$ cat src/rtl/popcount16_sched.sv
`default_nettype none
// ============================================================================
// Module   : popcount16_sched
// Brief    : Round-robin scheduler feeding a shared 16-bit popcount datapath,
//            with ID tag pipeline, in-flight tracking and flush/drain handshake.
// Revision : 1.0
// ============================================================================
module popcount16_sched #(
    parameter int NREQ = 4,
    parameter int LAT  = 12,
    parameter int IDW  = $clog2(NREQ)
) (
    input  logic               clk,
    input  logic               rst,
    input  logic [NREQ-1:0]    req,
    input  logic [NREQ*16-1:0] req_data,
    output logic [NREQ-1:0]    gnt,
    output logic [15:0]        cnt_in,
    output logic               cnt_in_vld,
    input  logic [4:0]         cnt_res,
    output logic               rsp_vld,
    output logic [IDW-1:0]     rsp_id,
    output logic [4:0]         rsp_cnt,
    input  logic               flush,
    output logic               flush_done,
    output logic               busy,
    output logic               err
);

    localparam int CW = $clog2(LAT + 3);

    typedef enum logic [1:0] {
        ST_RUN   = 2'd0,
        ST_DRAIN = 2'd1,
        ST_DONE  = 2'd2,
        ST_HOLD  = 2'd3
    } state_t;

    state_t           r_state;
    logic [IDW-1:0]   r_ptr;
    logic [CW-1:0]    r_inflight;
    logic [LAT:0]     r_tag_vld;
    logic [IDW-1:0]   r_tag_id [0:LAT];

    logic [2*NREQ-1:0] w_req2;
    logic [NREQ-1:0]   w_rot;
    logic [IDW:0]      w_sum;
    logic              w_gnt_any;
    logic [IDW-1:0]    w_gnt_idx;
    logic [IDW-1:0]    w_ptr_nxt;
    logic [15:0]       w_gnt_word;

    // Rotate requests so the pointer position sits at bit 0, then take the
    // lowest set bit and map its offset back to an absolute requester index.
    assign w_req2 = {req, req};
    assign w_rot  = w_req2[r_ptr +: NREQ];

    always_comb begin
        w_gnt_any = 1'b0;
        w_gnt_idx = '0;
        w_sum     = '0;
        gnt       = '0;
        if (!rst && r_state == ST_RUN && !flush) begin
            for (int k = 0; k < NREQ; k++) begin
                if (!w_gnt_any && w_rot[k]) begin
                    w_gnt_any = 1'b1;
                    w_sum     = {1'b0, r_ptr} + (IDW+1)'(k);
                    if (w_sum >= (IDW+1)'(NREQ)) begin
                        w_sum = w_sum - (IDW+1)'(NREQ);
                    end
                    w_gnt_idx = w_sum[IDW-1:0];
                end
            end
            if (w_gnt_any) begin
                gnt[w_gnt_idx] = 1'b1;
            end
        end
    end

    assign w_ptr_nxt  = (w_gnt_idx == IDW'(NREQ - 1)) ? '0 : w_gnt_idx + 1'b1;
    assign w_gnt_word = req_data[{w_gnt_idx, 4'b0000} +: 16];
    assign busy       = (r_inflight != '0);

    always_ff @(posedge clk) begin
        if (rst) begin
            r_state    <= ST_RUN;
            r_ptr      <= '0;
            r_inflight <= '0;
            r_tag_vld  <= '0;
            cnt_in     <= '0;
            cnt_in_vld <= 1'b0;
            rsp_vld    <= 1'b0;
            rsp_id     <= '0;
            rsp_cnt    <= '0;
            flush_done <= 1'b0;
            err        <= 1'b0;
        end else begin
            cnt_in_vld <= w_gnt_any;
            if (w_gnt_any) begin
                cnt_in <= w_gnt_word;
                r_ptr  <= w_ptr_nxt;
            end

            r_tag_vld <= {r_tag_vld[LAT-1:0], w_gnt_any};

            // The last tag stage lines up with the datapath result.
            rsp_vld <= r_tag_vld[LAT];
            if (r_tag_vld[LAT]) begin
                rsp_id  <= r_tag_id[LAT];
                rsp_cnt <= cnt_res;
                if (cnt_res > 5'd16) begin
                    err <= 1'b1;
                end
            end

            case ({w_gnt_any, rsp_vld})
                2'b10:   r_inflight <= r_inflight + 1'b1;
                2'b01:   r_inflight <= r_inflight - 1'b1;
                default: r_inflight <= r_inflight;
            endcase

            flush_done <= 1'b0;
            case (r_state)
                ST_RUN: begin
                    if (flush) begin
                        r_state <= ST_DRAIN;
                    end
                end
                ST_DRAIN: begin
                    if (r_inflight == '0) begin
                        r_state    <= ST_DONE;
                        flush_done <= 1'b1;
                    end
                end
                ST_DONE: begin
                    r_state <= flush ? ST_HOLD : ST_RUN;
                end
                default: begin
                    if (!flush) begin
                        r_state <= ST_RUN;
                    end
                end
            endcase
        end
    end

    // ID payload needs no reset: only the valid bits qualify it.
    always_ff @(posedge clk) begin
        r_tag_id[0] <= w_gnt_idx;
        for (int s = 1; s <= LAT; s++) begin
            r_tag_id[s] <= r_tag_id[s-1];
        end
    end

endmodule
`default_nettype wire

$ cat config.mk
export PLATFORM = sky130hd
export DESIGN_NAME = popcount16_sched
export DESIGN_NICKNAME = d
export VERILOG_FILES = /design/src/rtl/popcount16_sched.sv
export SDC_FILE = /design/constraint.sdc
export NUM_CORES = 1
export LEC_CHECK = 0
export BUFFER_PORTS_ARGS = -buffer_cell sky130_fd_sc_hd__buf_2
export CAP_MARGIN = 5
export CORE_MARGIN = 5
export CORE_UTILIZATION = 44
export DETAILED_ROUTE_END_ITERATION = 7
export MAX_ROUTING_LAYER = met4
export PLACE_DENSITY_LB_ADDON = 0.2
export SYNTH_ARGS = -nofsm -noshare
export SYNTH_HDL_FRONTEND = slang
export SYNTH_SLANG_ARGS = --single-unit
$ cat constraint.sdc
create_clock -name clk -period 2.2 [get_ports clk]
set_clock_uncertainty 0.05 [all_clocks]
set_input_delay 0.22 -clock clk [delete_from_list [all_inputs] [get_ports clk]]
set_output_delay 0.22 -clock clk [all_outputs]
set_load 0.02 [all_outputs]
==> results of run 1 <==
## synthesized netlist by cell type, drive strengths merged
cell type,instances
nor2b,17
o21bai,1
a31oi,2
o21ba,1
o221ai,5
clkbuf,7
ha,3
nor3,3
o41ai,1
a211o,1
mux2i,23
a311oi,10
nand3,4
a21oi,20
or4,2
o21ai,13
o211a,1
nor3b,1
xor2,2
inv,6
fa,1
a21boi,10
buf,9
dfxtp,73
or3,2
a21o,2
nand2b,3
o221a,3
nand2,7
a221oi,1
a211oi,13
o21a,3
xnor2,1
or3b,1
nor4,3
nor2,24
clkinv,1
## per-layer routing
layer | vias to the layer above | part of all wire
met5 | - | 0
li1 | 1276 | -
met1 | 1171 | 0.42
met3 | 8 | 0.079
met2 | 105 | 0.48
met4 | 0 | 0.013
## how the worst max path moves through the flow
stage,depth (start not counted),start,endpoint,slack [ns]
2_1_floorplan,11,req[2],r_inflight[3],-0.01
3_5_place_dp,11,req[2],r_inflight[3],-0.16
3_3_place_gp,11,req[2],r_inflight[3],-0.1
6_report,10,r_state[1],r_inflight[3],-0.05
4_1_cts,10,r_state[1],r_inflight[3],-0.08
5_1_grt,10,r_state[1],r_inflight[3],-0.12
## per-stage QoR
| step | hold slack (ns) | setup slack (ns) |
|---|---|---|
| 3_5_place_dp | 0.2635 | -0.1593 |
| 3_3_place_gp | 0.2607 | -0.09820 |
| 6_report | 0.08388 | -0.04905 |
| 2_1_floorplan | 0.2596 | -0.01248 |
| 4_1_cts | 0.06710 | -0.07507 |
| 5_1_grt | 0.08376 | -0.1223 |
## repair_timing
item | 4_1_cts | 5_1_grt
hold endpoints to repair | 0 | 0
hold buffers | 0 | 0
gates cloned | 0 | 1
buffers inserted | 3 | 3
gates resized for setup | 6 | 11
endpoints found under the setup margin | 17 | 5
pin swaps | 1 | 2
## sequential cells by signal, summed over array words and instances (netlist names)
register and count:
r_state 2, r_inflight 4, flush_done 1, cnt_in 16, rsp_cnt 5, rsp_vld 1
r_tag_id 26, r_ptr 2, rsp_id 2, err 1, r_tag_vld 13
## power by group through the flow
stage               clock (uW)  sequential, uW  combinational [uW]
finish                    1050            1430                 560
detailed placement           0            1460                 514
global route              1140            1440                 611
floorplan                    0            1500                 291
global placement             0            1460                 509
CTS                       1080            1430                 527
## cells by family after synthesis
family,count (synthesis)
compound gates,87
xor+xnor,3
fa+ha+maj,4
buf+inv,23
flops,73
mux,23
simple gates,67
## cell usage in the layout (no fill, tap or decap), types with 2 or more instances in the layout
cell        synthesis  routed
or4_1               2       2
a21boi_0            2       2
nor4_1              2       2
a211oi_1            7       7
nor2b_1            17      17
ha_4                0       2
o21ai_0            11      11
dfxtp_1            73      71
clkbuf_8            0       9
mux2i_1            22      22
inv_8               0       2
buf_4               1      20
inv_1               3       3
xor2_1              2       2
a211oi_2            6       6
nor2_1             22      21
clkinvlp_4          0       2
nor3_1              3       2
nand2_1             6       6
nor2_4              1       2
buf_6               5       2
a21boi_1            8       8
a21o_1              2       2
nand3_1             3       3
a311oi_1            5       5
a311oi_2            5       5
a21oi_1            20      18
a21oi_2             0       2
or3_1               2       2
o221a_1             3       3
o221ai_1            4       4
nand2b_1            2       2
inv_2               3       2
buf_2               2     106
a31oi_1             2       2
o21a_4              1       2
## tightest hold or removal path, stage by stage
cell     delay, ns
buf_2         0.09
mux2i_1       0.06
nor2_1        0.07
## layout make-up
class | count | area share
Clock buffer | 9 | 0.03071
Multi-Input combinational cell | 184 | 0.3676
Clock inverter | 7 | 0.01954
Tap cell | 80 | 0.02481
Sequential cell | 73 | 0.3635
Inverter | 7 | 0.008375
Timing Repair Buffer | 130 | 0.1855
==> impl_metrics.json, run 1 <==
{
  "multi_input_area_um2": 1483,
  "netSwitchingFraction": 0.2845,
  "wire_per_inst_um": 15.27,
  "min_path_type": "input pin to flip-flop",
  "htree_levels": 3,
  "min_delay_path_depth": 3,
  "clkTransAtPathRegs_ns": 0.08,
  "cp.required_ns": 2.42,
  "internal_power_uw": 2173,
  "p_clk_frac": 0.345,
  "worst_slew_pin_slew_ns": 0.4549,
  "die_area_um2": 8592,
  "drc": 0,
  "critPathTopFamily": "simple AND/OR/NAND/NOR gates",
  "final.setup.tns_ns": -0.04905,
  "initialDrtViolationCount": 89,
  "critPathBufInv": 1,
  "leakagePower_uw": 0.001801,
  "endpoint_kind": "flip-flop",
  "ir_drop_uv": 383.4,
  "synthCells": 280,
  "dp_hpwl_um": 5335,
  "seqPwrFrac": 0.470,
  "die_w_um": 92.70,
  "cts-root-buf": "clkbuf_8",
  "start_kind": "flip-flop",
  "power_switching_uw": 864.2,
  "grt_use_met2": 0.2870,
  "gp_congestion": 0.8312,
  "period_needed_ns": 2.249,
  "holdPathEnd": "rsp_cnt[1]",
  "grt_use_met3": 0.05605,
  "cts_inserted_buffers": 9,
  "max_freq_mhz": 444.6,
  "layout-drive-gt1-share": 0.4439,
  "synth.distinct_cells": 55,
  "placed_cell_area_um2": 3696,
  "synth_top_area_frac": 0.4857,
  "antenna_found_initial": 0,
  "syn_nets": 360,
  "busiest_layer": "met2",
  "synth-seq-area-share": 0.4857,
  "violations": "negative setup slack",
  "p_total_uw": 3037,
  "track_usage": 0.1806,
  "hold_viol": 0,
  "synth_compound_area_frac": 0.2279,
  "status": "finished, violations left",
  "synth-xor-area-share": 0.008732,
  "grtUsageMet1": 0.2210,
  "yosys_warnings": 0,
  "cts.sinks": 73,
  "yosys.area_share.simple": 0.1310,
  "critical_path_class": "flip-flop to flip-flop",
  "power_density_nw_per_um2": 753.0,
  "grt_max_degree": 34,
  "ff2ff_path_depth": 10,
  "drv_cap": 0,
  "r2r_end": "r_inflight[3]",
  "hold_path.startpoint": "cnt_res[1]",
  "setup_ws_ns": -0.04905,
  "detail_route.vias_per_cell": 5.224,
  "dpl.cell_count": 467,
  "path_max_fanout": 3,
  "post-route-period-util": 1.022,
  "rsz0062_at_grt": "true",
  "synth_top_cell_by_area": "dfxtp_1",
  "synth_top_family_by_area": "compound AO/OA/AOI/OAI gates",
  "ant_nets": 0,
  "grt_remaining_overflow": 0,
  "r2r-start": "r_state[1]",
  "critical-path-top-cell-by-count": "ha_4",
  "final_cells": 490,
  "crit_slowest_cell": "or3_1",
  "ys_top_cells_by_area": "dfxtp_1 (49%), mux2i_1 (7.3%), nor2b_1 (3.5%)",
  "netlist_area_um2": 3009,
  "initial_utilization": 0.4479,
  "ios": 108,
  "synth.area.mux_share": 0.08067,
  "cts_tree": "done",
  "core_um2": 6719,
  "syn_area_per_cell_um2": 10.75,
  "port_buffers": 107,
  "fillers": 591,
  "rows": 30,
  "synth-adder-area-share": 0.01913,
  "ys_ff_latch": 73,
  "syn_to_final_growth_pct": 34.05,
  "clkLatencyLatePin_ns": 0.34,
  "crit_chain": "nor4_4 > o21a_4 > inv_8 > ha_4 > ha_4 > a21o_1 > a21oi_2 > xnor2_1 > or3_1 > a21oi_1",
  "utilization": 0.6004,
  "vias": 2560,
  "diodes": 0,
  "grt_pass1_vias": 2533,
  "finish.instance_area_um2": 4034,
  "r2r_slack_ns": -0.05,
  "firstDrtPassIters": 4,
  "route.final.wire_length_um": 7483,
  "drv_slew": 0,
  "pwr-share-comb": 0.184,
  "final_nets": 485,
  "grt_pass1_wl_um": 11940,
  "critPathMaxStageDelay_ns": 0.34,
  "setup_violations": 1,
  "die_y_um": 92.70,
  "seq_area_um2": 1466,
  "cp.arrival_ns": 2.47,
  "slew_headroom": 0.6963,
  "cts_max_path_buffers": 2
}
No activity file was read; power rests on OpenSTA's default activity.
==> run 2: changes to the inputs <==
PLACE_DENSITY = 0.75   (was default)
PLACE_DENSITY_LB_ADDON = default   (was 0.2)
==> impl_metrics.json, run 2 (same netlist as run 1, synthesis figures left out) <==
{
  "layout-drive-gt1-share": 0.4535,
  "clkTransAtPathRegs_ns": 0.08,
  "initial_utilization": 0.4479,
  "rows": 30,
  "worst_slew_pin_slew_ns": 0.5564,
  "path_max_fanout": 3,
  "cts.sinks": 73,
  "die_area_um2": 8592,
  "clkLatencyLatePin_ns": 0.34,
  "leakagePower_uw": 0.001888,
  "fillers": 531,
  "dp_hpwl_um": 5368,
  "die_y_um": 92.70,
  "power_density_nw_per_um2": 836.4,
  "rsz0062_at_grt": "true",
  "grt_pass1_vias": 2516,
  "multi_input_area_um2": 1464,
  "detail_route.vias_per_cell": 5.337,
  "die_w_um": 92.70,
  "cp.arrival_ns": 2.48,
  "htree_levels": 3,
  "seq_area_um2": 1464,
  "cp.required_ns": 2.42,
  "initialDrtViolationCount": 115,
  "violations": "negative setup slack",
  "final_nets": 494,
  "wire_per_inst_um": 15.11,
  "start_kind": "flip-flop",
  "max_flop_register": "r_tag_id",
  "ios": 108,
  "diodes": 0,
  "gp_congestion": 0.8254,
  "grt_remaining_overflow": 0,
  "ir_drop_uv": 377.3,
  "drv_cap": 0,
  "grt_max_degree": 34,
  "ant_nets": 0,
  "post-route-period-util": 1.024,
  "setup_ws_ns": -0.05326,
  "antenna_found_initial": 0,
  "setup_violations": 2,
  "max_freq_mhz": 443.8,
  "largest_register_ffs": 26,
  "track_usage": 0.1753,
  "critPathMaxStageDelay_ns": 0.34,
  "final_common_cell": "buf_2",
  "placed_cell_area_um2": 3711,
  "p_total_uw": 3488,
  "vias": 2663,
  "status": "finished, violations left",
  "reg_top3": "r_tag_id (26), cnt_in (16), r_tag_vld (13)",
  "route.final.wire_length_um": 7542,
  "grt_pass1_wl_um": 11700,
  "period_needed_ns": 2.253,
  "min_path_type": "input pin to flip-flop",
  "whs_ns": 0.08270,
  "port_buffers": 107,
  "cts-root-buf": "clkbuf_8",
  "drv_slew": 0,
  "final_cell_mix": "buf_2 (104), dfxtp_1 (71), buf_4 (32), mux2i_1 (22), nor2_1 (21)",
  "finish.instance_area_um2": 4170,
  "utilization": 0.6207,
  "firstDrtPassIters": 6,
  "hold_viol": 0,
  "cts_inserted_buffers": 9,
  "cts_max_path_buffers": 2,
  "endpoint_kind": "flip-flop",
  "cts_tree": "done",
  "slew_headroom": 0.6277,
  "critical_path_class": "flip-flop to flip-flop",
  "crit_chain": "nor4_4 > o21a_2 > inv_8 > ha_4 > ha_4 > a21o_1 > a21oi_2 > xnor2_1 > or3_1 > a21oi_2",
  "core_um2": 6719,
  "syn_to_final_growth_pct": 38.59,
  "drc": 0,
  "crit_slowest_cell": "dfxtp_2"
}
run 2: changes by cell type in the layout (fill, tap and decap cells not counted), moves of 2 or more:
cell,change
buf_4,+12
clkinvlp_4,-2
bufinv_16,+4
buf_2,-2
run 2: path summary, 6_finish.rpt:
check / from / endpoint / slack (ns) / cells after the start
setup / recovery: r_state[1] / r_inflight[3] / -0.05 / 10
hold / removal: cnt_res[2] / rsp_cnt[2] / 0.08 / 3
setup reg to reg: r_state[1] / r_inflight[3] / -0.05 / 10
hold reg to reg: r_tag_id[11][1] / r_tag_id[12][1] / 0.28 / 0
run 2: critical path, delay by kind of cell, from the launching register on:
family | cells | cell delay [ns]
AO/OA/AOI/OAI | 4 | 0.68
AND/OR/NAND/NOR | 2 | 0.62
adder cells (fa/ha/maj) | 2 | 0.38
flip-flops | 1 | 0.34
XOR/XNOR | 1 | 0.08
buffers and inverters | 1 | 0.04
run 2: per-stage QoR:
| step | worst slack, ns | TNS (ns) | instances |
|---|---|---|---|
| 6_report | -0.05326 | -0.07922 | 499 |
| 5_1_grt | -0.1788 | -0.3623 | 499 |
| 4_1_cts | -0.08445 | -0.08445 | 488 |
| 3_5_place_dp | -0.1438 | -0.6348 | 469 |
| 3_3_place_gp | -0.09428 | -0.3982 | 469 |
| 2_1_floorplan | -0.01248 | -0.01248 | 280 |
run 2: where the power goes:
group | switching, uW | internal, uW | leakage, uW | total [uW]
sequential | 39.3 | 1390 | 0.000595 | 1430
clock | 476 | 1010 | 0.000144 | 1490
combinational | 312 | 254 | 0.00115 | 566
total | 827 | 2660 | 0.00189 | 3490
run 2: cell type report:
cell class / count / area share
clock buffer: 11 / 0.03390
multi-input combinational: 184 / 0.3510
inverter: 7 / 0.008101
timing repair buffer: 139 / 0.1959
tap: 80 / 0.02400
clock inverter: 5 / 0.03600
sequential: 73 / 0.3510
run 2: per-layer routing:
layer,part of all wire,track usage
met1,0.42,0.2184
met2,0.47,0.2659
met3,0.082,0.04062
met4,0.026,0.09035
met5,0,-
run 2: repair_timing:
item | 4_1_cts | 5_1_grt
pin swaps | 1 | 5
buffers inserted | 3 | 10
resized for setup | 8 | 6
setup endpoints to repair | 8 | 5
gates cloned | 0 | 1
hold buffers | 0 | 0
